### config.mk
export PLATFORM = sky130hd
export DESIGN_NAME = mtx_in_stg
export DESIGN_NICKNAME = d
export VERILOG_FILES = /design/src/rtl/mtx_in_stg.sv
export SDC_FILE = /design/constraint.sdc
export NUM_CORES = 1
export LEC_CHECK = 0
export ABC_AREA = 1
export CAP_MARGIN = 20
export CORE_ASPECT_RATIO = 0.9
export CORE_MARGIN = 4
export CORE_UTILIZATION = 30
export DETAILED_ROUTE_END_ITERATION = 10
export GPL_TIMING_DRIVEN = 0
export PLACE_DENSITY = 0.65
export REMOVE_ABC_BUFFERS = 1
export SETUP_SLACK_MARGIN = 0.5
export SLEW_MARGIN = 5
export SYNTH_ARGS = -nofsm -noshare
export SYNTH_HDL_FRONTEND = slang
export SYNTH_SLANG_ARGS = --single-unit
### constraint.sdc
create_clock -name HCLK -period 1.1 [get_ports HCLK]
set_input_delay 0.165 -clock HCLK [delete_from_list [all_inputs] [get_ports HCLK]]
set_output_delay 0.165 -clock HCLK [all_outputs]
set_load 0.02 [all_outputs]
### src/rtl/mtx_in_stg.sv
// mtx_in_stg: AHB bus-matrix input stage that holds an address phase the output stage cannot take yet.
// Define MTX_IN_STG_AUSER_EN to add the HAUSERS/auser_ip sideband and its AUSER_WIDTH parameter.
module mtx_in_stg #(
    parameter int ADDR_WIDTH  = 32
`ifdef MTX_IN_STG_AUSER_EN
   ,parameter int AUSER_WIDTH = 32
`endif
) (
    input  logic                   HCLK,
    input  logic                   HRESETn,
    input  logic                   HSELS,
    input  logic [ADDR_WIDTH-1:0]  HADDRS,
`ifdef MTX_IN_STG_AUSER_EN
    input  logic [AUSER_WIDTH-1:0] HAUSERS,
`endif
    input  logic [1:0]             HTRANSS,
    input  logic                   HWRITES,
    input  logic [2:0]             HSIZES,
    input  logic [2:0]             HBURSTS,
    input  logic [3:0]             HPROTS,
    input  logic [3:0]             HMASTERS,
    input  logic                   HMASTLOCKS,
    input  logic                   HREADYS,
    input  logic                   active_ip,
    input  logic                   readyout_ip,
    input  logic                   resp_ip,
    output logic                   sel_ip,
    output logic [ADDR_WIDTH-1:0]  addr_ip,
`ifdef MTX_IN_STG_AUSER_EN
    output logic [AUSER_WIDTH-1:0] auser_ip,
`endif
    output logic [1:0]             trans_ip,
    output logic                   write_ip,
    output logic [2:0]             size_ip,
    output logic [2:0]             burst_ip,
    output logic [3:0]             prot_ip,
    output logic [3:0]             master_ip,
    output logic                   mastlock_ip,
    output logic                   held_tran_ip,
    output logic                   HREADYOUTS,
    output logic                   HRESPS
);

    typedef struct packed {
        logic                   sel;
        logic [ADDR_WIDTH-1:0]  addr;
`ifdef MTX_IN_STG_AUSER_EN
        logic [AUSER_WIDTH-1:0] auser;
`endif
        logic [1:0]             trans;
        logic                   write;
        logic [2:0]             size;
        logic [2:0]             burst;
        logic [3:0]             prot;
        logic [3:0]             master;
        logic                   mastlock;
    } addr_phase_t;

    addr_phase_t live_ap;
    addr_phase_t held_ap;
    addr_phase_t out_ap;

    logic held_valid;
    logic held_valid_nxt;
    logic data_phase;
    logic data_phase_nxt;
    logic capture;
    logic new_tran;
    logic accept;

    always_comb begin
        live_ap.sel      = HSELS;
        live_ap.addr     = HADDRS;
`ifdef MTX_IN_STG_AUSER_EN
        live_ap.auser    = HAUSERS;
`endif
        live_ap.trans    = HTRANSS;
        live_ap.write    = HWRITES;
        live_ap.size     = HSIZES;
        live_ap.burst    = HBURSTS;
        live_ap.prot     = HPROTS;
        live_ap.master   = HMASTERS;
        live_ap.mastlock = HMASTLOCKS;
    end

    // Every selected, ready cycle is captured (IDLE/BUSY too); only NONSEQ/SEQ become requests.
    assign capture      = HSELS & HREADYS;
    assign new_tran     = capture & HTRANSS[1];
    assign held_tran_ip = held_valid | new_tran;
    assign accept       = held_tran_ip & active_ip & readyout_ip;

    // NOTE: the holding register is reset too, so the bundle is never X after reset.
    always_ff @(posedge HCLK or negedge HRESETn) begin
        if (!HRESETn) begin
            held_ap <= '0;
        end else if (capture) begin
            held_ap <= live_ap;
        end
    end

    // NOTE: defaults first, then overrides; no path leaves a variable unassigned, so no latch.
    always_comb begin
        held_valid_nxt = held_valid;
        if (held_valid && accept) begin
            held_valid_nxt = 1'b0;
        end
        if (new_tran && !accept) begin
            held_valid_nxt = 1'b1;
        end

        data_phase_nxt = data_phase;
        if (readyout_ip && !accept) begin
            data_phase_nxt = 1'b0;
        end
        if (accept) begin
            data_phase_nxt = 1'b1;
        end
    end

    // NOTE: non-blocking assignments so all flops update from the same pre-edge values.
    always_ff @(posedge HCLK or negedge HRESETn) begin
        if (!HRESETn) begin
            held_valid <= 1'b0;
            data_phase <= 1'b0;
        end else begin
            held_valid <= held_valid_nxt;
            data_phase <= data_phase_nxt;
        end
    end

    assign out_ap      = held_valid ? held_ap : live_ap;
    assign sel_ip      = out_ap.sel;
    assign addr_ip     = out_ap.addr;
`ifdef MTX_IN_STG_AUSER_EN
    assign auser_ip    = out_ap.auser;
`endif
    assign trans_ip    = out_ap.trans;
    assign write_ip    = out_ap.write;
    assign size_ip     = out_ap.size;
    assign burst_ip    = out_ap.burst;
    assign prot_ip     = out_ap.prot;
    assign master_ip   = out_ap.master;
    assign mastlock_ip = out_ap.mastlock;

    // A held request stalls the master; otherwise the open data phase forwards the slave's ready.
    assign HREADYOUTS = held_valid ? 1'b0 : (data_phase ? readyout_ip : 1'b1);
    assign HRESPS     = data_phase ? resp_ip : 1'b0;

endmodule

==> reports/qor.yml, run 1 <==
route:
  routedWlPerCell_um: 15.49
  drc: 0
  dr.pass1.iters: 5
  wl_um: 8966
  vias_per_cell: 4.598
  drt_iter0_markers: 90
  vias: 2662
  postRouteAntennaNets: 0
sta:
  finalMaxSlewViolations: 0
  slew_headroom_pct: 62.03
  hold-worst-slack_ns: -0.1493
  setup_violations: 54
  max_freq_ghz: 0.6098
  tightest_slew_ns: 0.5695
  fin_ws_ns: -0.5399
  skew_ns: 0.00006556
  fin_crit_ns: 1.640
  rsz0062_at_grt: "true"
  hold_viol: 23
  period_share_pct: 149.1
power:
  power.density_mw_per_mm2: 1288
  vdd_drop_max_mv: 0.6287
  power_mw: 5.892
  p_leak_nw: 2.177
final_layout:
  layout.nets: 514
  fin_area_mm2: 0.004574
  seqCellArea_mm2: 0.001330
  multi_input_area_mm2: 0.001404
  insertedDiodeCount: 0
  syn_to_final_growth_pct: 61.99
  final.fill_count: 880
  drive_gt1_share_pct: 39.17
cts:
  h-tree-depth: 2
  clockBufferDepth: 2
  cts_inserted_buffers: 5
  clk_latency_ns: 0.30
  path_clk_slew_ns: 0.09
  cts_tree: "built"
  clock_sinks: 53
  cts-root-buf: "clkbuf_8"
global_routing:
  grt_pass1_wl_um: 13890
  grt_overflow_total: 0
  antenna_found_initial: 0
  grt_pass1_vias: 2745
  track_usage_pct: 16.15
  grt_max_degree: 32
synth:
  synth_cell_types: 13
  yosysWarnings: 0
  syn_avg_cell_area_um2: 8.257
  seq_area_frac_synth_pct: 46.96
  syn_area_mm2: 0.002824
  netlist_instances: 342
  ys_ff_latch: 53
critical_path:
  crit_required_ns: 0.94
  reg2reg_slack_ns: 0.04
  r2r-start: "held_valid"
  crit_fanout: 13
  path_class: "flop to output port"
  arrival_ns: 1.47
  cp-startpoint: "held_valid"
  start_kind: "flop"
  worstSetupEndpointType: "output port"
flow_run:
  drv_cap: 0
die:
  io_pins: 111
  rows: 33
  die_area_mm2: 0.01103
  start_util_pct: 30.81
  core-area_mm2: 0.009166
  die_h_um: 100.0
  dieWidth_um: 110.3
worst_hold_path:
  hp-class: "input port to asynchronous set/reset pin"
place:
  numPortBuffers: 110
  gp_congestion: 0.6895
  pre_cts_ws_ns: -1.121
  dp_hpwl_um: 4375
  placedInstanceArea_mm2: 0.003951
outcome:
  run_status: "finished, violations left"
  violations: "negative hold slack, negative setup slack"
-- synth_stat cells --
cell type	instances	area share [%]
nand2_1	111	15
inv_1	54	7.2
dfrtp_1	53	47
o21ai_2	49	15
o21ai_0	48	8.5
buf_6	11	4.4
buf_2	6	1.1
clkbuf_2	3	0.53
a21oi_1	2	0.35
o21ai_1	2	0.35
clkbuf_1	1	0.13
nand2_4	1	0.40
nand3_1	1	0.18
-- worst paths after layout --
| kind | endpoint | cells past startpoint |
|---|---|---|
| setup / recovery | master_ip[2] | 4 |
| hold / removal | held_ap[37] | 1 |
| setup reg to reg | data_phase | 5 |
| hold reg to reg | held_ap[1] | 2 |
| max in group asynchronous | held_valid | 2 |
| min in group HCLK | held_ap[17] | 3 |
-- metal layers --
metal | vias to the layer above | wire [µm] | track usage (%)
met5 | - | 0 | 0
met4 | 0 | 110 | 2.557
met3 | 11 | 671 | 3.537
met2 | 96 | 4142 | 25.79
met1 | 1250 | 4041 | 22.92
li1 | 1305 | - | -
-- state kept, by name, summed over array words and instances (netlist names) --
signal,cells
data_phase,1
held_ap,51
held_valid,1
-- stage by stage --
step | TNS [ns] | instances | utilization (%)
after floorplan | -73.01 | 321 | -
final | -25.69 | 579 | 49.90
after global placement | -268.77 | 553 | 42.60
after global routing | -27.92 | 579 | 49.90
after detailed placement | -75.74 | 555 | 43.11
after CTS | -25.85 | 576 | 47.80
-- power breakdown --
part,total (mW),switching (mW),internal [mW]
Combinational,2.45,1.30,1.15
Clock,1.11,0.613,0.501
Sequential,2.33,0.140,2.19
-- layout by cell type, fill, tap and decap left out, types with 6 or more instances in the layout --
master             n
buf_12             6
buf_2              9
buf_4             15
buf_6             38
clkbuf_8           6
clkdlybuf4s50_1   53
dfrtp_1           52
inv_1             52
nand2_1          106
o21ai_1           13
o21ai_2           74
o21ai_4           12
-- area by class of cell --
cell class | instances | share of cell area [%]
clock buffer | 7 | 1.887
inverter | 54 | 4.486
multi-input combinational | 216 | 30.69
sequential | 53 | 29.08
tap | 122 | 3.337
timing repair buffer | 127 | 30.53
-- worst max-delay path: stages (launching register included) --
cell and delay (ns):
dfrtp_4 0.55, buf_12 0.17, buf_16 0.17, o21ai_2 0.14, buf_4 0.15
-- logic make-up (layout without fill, tap and decap cells) --
kind of cell | after synthesis | in the layout | synth area share (%)
AO/OA/AOI/OAI | 101 | 101 | 24.41
buffers and inverters | 75 | 188 | 13.29
flip-flops | 53 | 53 | 46.96
AND/OR/NAND/NOR | 113 | 115 | 15.33
-- timing repair --
action                     CTS  global route
setup buffers                9             1
setup endpoints to repair  107           107
resized for setup          435            38
cloned                       5             2
pin swaps                   26            13
hold endpoints to repair    23            23
Note: power is estimated with default switching activity, not from simulation.
==> run 2: changes to the inputs <==
--- a/config.mk
+++ b/config.mk
@@ -13,6 +13,7 @@
 export DETAILED_ROUTE_END_ITERATION = 10
 export GPL_TIMING_DRIVEN = 0
 export PLACE_DENSITY = 0.65
+export RECOVER_POWER = 50
 export REMOVE_ABC_BUFFERS = 1
 export SETUP_SLACK_MARGIN = 0.5
 export SLEW_MARGIN = 5
==> reports/qor.yml, run 2 (synthesis results as in run 1) <==
outcome:
  run_status: "finished, violations left"  # unchanged
  violations: "negative hold slack, negative setup slack"  # unchanged
power:
  power.density_mw_per_mm2: 1291  # was 1288 mW/mm²
  p_leak_nw: 2.173  # was 2.177 nW
  vdd_drop_max_mv: 0.6286  # was 0.6287 mV
critical_path:
  crit_end: "master_ip[2]"  # unchanged
  r2r-start: "held_valid"  # unchanged
  r2r_end: "data_phase"  # unchanged
  reg2reg_slack_ns: 0.04  # about the same
  path_class: "flop to output port"  # unchanged
  crit_fanout: 13  # unchanged
  crit_required_ns: 0.94  # about the same
  arrival_ns: 1.48  # was 1.47 ns
  worstSetupEndpointType: "output port"  # unchanged
  reg2regPathDepth: 5  # unchanged
  cp-startpoint: "held_valid"  # unchanged
  start_kind: "flop"  # unchanged
cts:
  clk_latency_ns: 0.30  # about the same
  h-tree-depth: 2  # unchanged
  clockBufferDepth: 2  # unchanged
  cts-root-buf: "clkbuf_8"  # unchanged
  clock_sinks: 53  # unchanged
  path_clk_slew_ns: 0.09  # about the same
  cts_tree: "built"  # unchanged
  cts_inserted_buffers: 5  # unchanged
final_layout:
  final_util_pct: 49.77  # was 49.90%
  regMostFlops: "held_ap"  # unchanged
  syn_to_final_growth_pct: 61.54  # was 61.99%
  drive_gt1_share_pct: 39.17  # unchanged
  final_common_cell: "nand2_1"  # unchanged
  layout.nets: 514  # unchanged
  mostFrequentLayoutCells: "nand2_1 (106), o21ai_2 (74), clkdlybuf4s50_1 (53)"  # unchanged
  fin_area_mm2: 0.004562  # was 0.004574 mm²
  insertedDiodeCount: 0  # unchanged
  reg.largest.list: "held_ap (51), data_phase (1), held_valid (1)"  # unchanged
  largest_reg_flops: 51  # unchanged
place:
  placedInstanceArea_mm2: 0.003951  # unchanged
  gp_congestion: 0.6895  # unchanged
  dp_hpwl_um: 4375  # unchanged
  numPortBuffers: 110  # unchanged
sta:
  period_share_pct: 149.2  # was 149.1%
  tns_ns: -25.77  # was -25.69 ns
  finalMaxSlewViolations: 0  # unchanged
  max_freq_ghz: 0.6092  # was 0.6098 GHz
  hold_viol: 23  # unchanged
  setup_violations: 54  # unchanged
  skew_ns: 0.0001640  # was 0.00006556 ns
  fin_ws_ns: -0.5414  # was -0.5399 ns
  hold-worst-slack_ns: -0.1458  # was -0.1493 ns
  tightest_slew_ns: 0.5978  # was 0.5695 ns
  fin_crit_ns: 1.641  # was 1.640 ns
  rsz0062_at_grt: "true"  # unchanged
  slew_headroom_pct: 60.14  # was 62.03%
flow_run:
  drv_cap: 0  # unchanged
route:
  wl_um: 8982  # was 8966 µm
  met1Wirelength_um: 4051  # was 4041 µm
  drc: 0  # unchanged
  vias_per_cell: 4.594  # was 4.598
  top_layer: "met4"  # unchanged
  dr_wl_met2_um: 4158  # was 4142 µm
  vias: 2660  # was 2662
  drt_iter0_markers: 82  # was 90
  met3WireLength_um: 665  # was 671 µm
  postRouteAntennaNets: 0  # unchanged
  dr.pass1.iters: 4  # was 5
  routedWlPerCell_um: 15.51  # was 15.49 µm
global_routing:
  grt_pass1_wl_um: 13890  # unchanged
  grt_max_degree: 32  # unchanged
  antenna_found_initial: 0  # unchanged
  track_usage_pct: 16.15  # unchanged
  grt_pass1_vias: 2745  # unchanged
  grt_overflow_total: 0  # unchanged
die:
  dieWidth_um: 110.3  # unchanged
  io_pins: 111  # unchanged
  die_area_mm2: 0.01103  # unchanged
  rows: 33  # unchanged
  start_util_pct: 30.81  # unchanged
  core-area_mm2: 0.009166  # unchanged
  die_h_um: 100.0  # unchanged
worst_hold_path:
  hp-class: "input port to asynchronous set/reset pin"  # unchanged
-- run 2: changes by cell type in the layout (fill, tap and decap cells not counted), sizes merged --
cell | previous run | this run
buf | 72 | 70
clkbuf | 9 | 11
-- run 2: how the worst min path moves through the flow --
| stage | startpoint | end | slack, ns | depth (start not counted) |
|---|---|---|---|---|
| floorplan | HRESETn | data_phase | -0.13 | 0 |
| global placement | held_ap[50] | held_ap[50] | 0.44 | 2 |
| detailed placement | HRESETn | held_ap[44] | 0.19 | 1 |
| CTS | HRESETn | held_ap[37] | -0.14 | 1 |
| global route | HRESETn | held_ap[6] | -0.09 | 1 |
| finish | HRESETn | held_ap[28] | -0.15 | 1 |
-- run 2: stage by stage --
stage,power (mW),setup WS [ns],hold slack [ns],instances
2_1_floorplan,3.309,-1.492,-0.1306,321
3_3_place_gp,4.196,-2.540,0.4394,553
3_5_place_dp,4.226,-1.121,0.1929,555
4_1_cts,5.790,-0.5360,-0.1429,576
5_1_grt,6.213,-0.5795,-0.09363,579
6_report,5.887,-0.5414,-0.1458,579
-- run 2: where the power goes --
part	switching (mW)	internal [mW]	leakage, nW
combinational	1.30	1.15	1.48
clock	0.614	0.501	0.0443
sequential	0.140	2.19	0.652
-- run 2: critical path, stage by stage (launching register included) --
cell and delay [ns]:
dfrtp_4 0.55, buf_12 0.17, buf_16 0.16, o21ai_2 0.14
buf_4 0.15
-- run 2: layout make-up --
| type | count | area (µm²) |
|---|---|---|
| Fill cell | 882 | 4604 |
| Multi-Input combinational cell | 216 | 1404 |
| Timing Repair Buffer | 127 | 1384 |
| Sequential cell | 53 | 1330 |
| Inverter | 54 | 205.2 |
| Tap cell | 122 | 152.6 |
| Clock buffer | 7 | 86.33 |
-- run 2: repair_timing --
action	CTS	global route
setup endpoints to repair	107	107
cloned	5	2
pin swaps	26	13
setup buffers	9	1
resized for setup	435	38
endpoints found under the hold margin	23	23
-- run 2: routing by layer --
metal  up-vias  global-route usage, %
li1       1305                      -
met1      1256                  22.92
met2        90                  25.79
met3         9                  3.537
met4         0                  2.557
met5         -                      0
==> run 3: changes to the inputs <==
--- a/config.mk
+++ b/config.mk
@@ -6,6 +6,7 @@
 export NUM_CORES = 1
 export LEC_CHECK = 0
 export ABC_AREA = 1
+export ABC_CLOCK_PERIOD_IN_PS = 1100
 export CAP_MARGIN = 20
 export CORE_ASPECT_RATIO = 0.9
 export CORE_MARGIN = 4
==> results of run 3 <==
Final layout, timing and power as in run 2 (identical DEF).
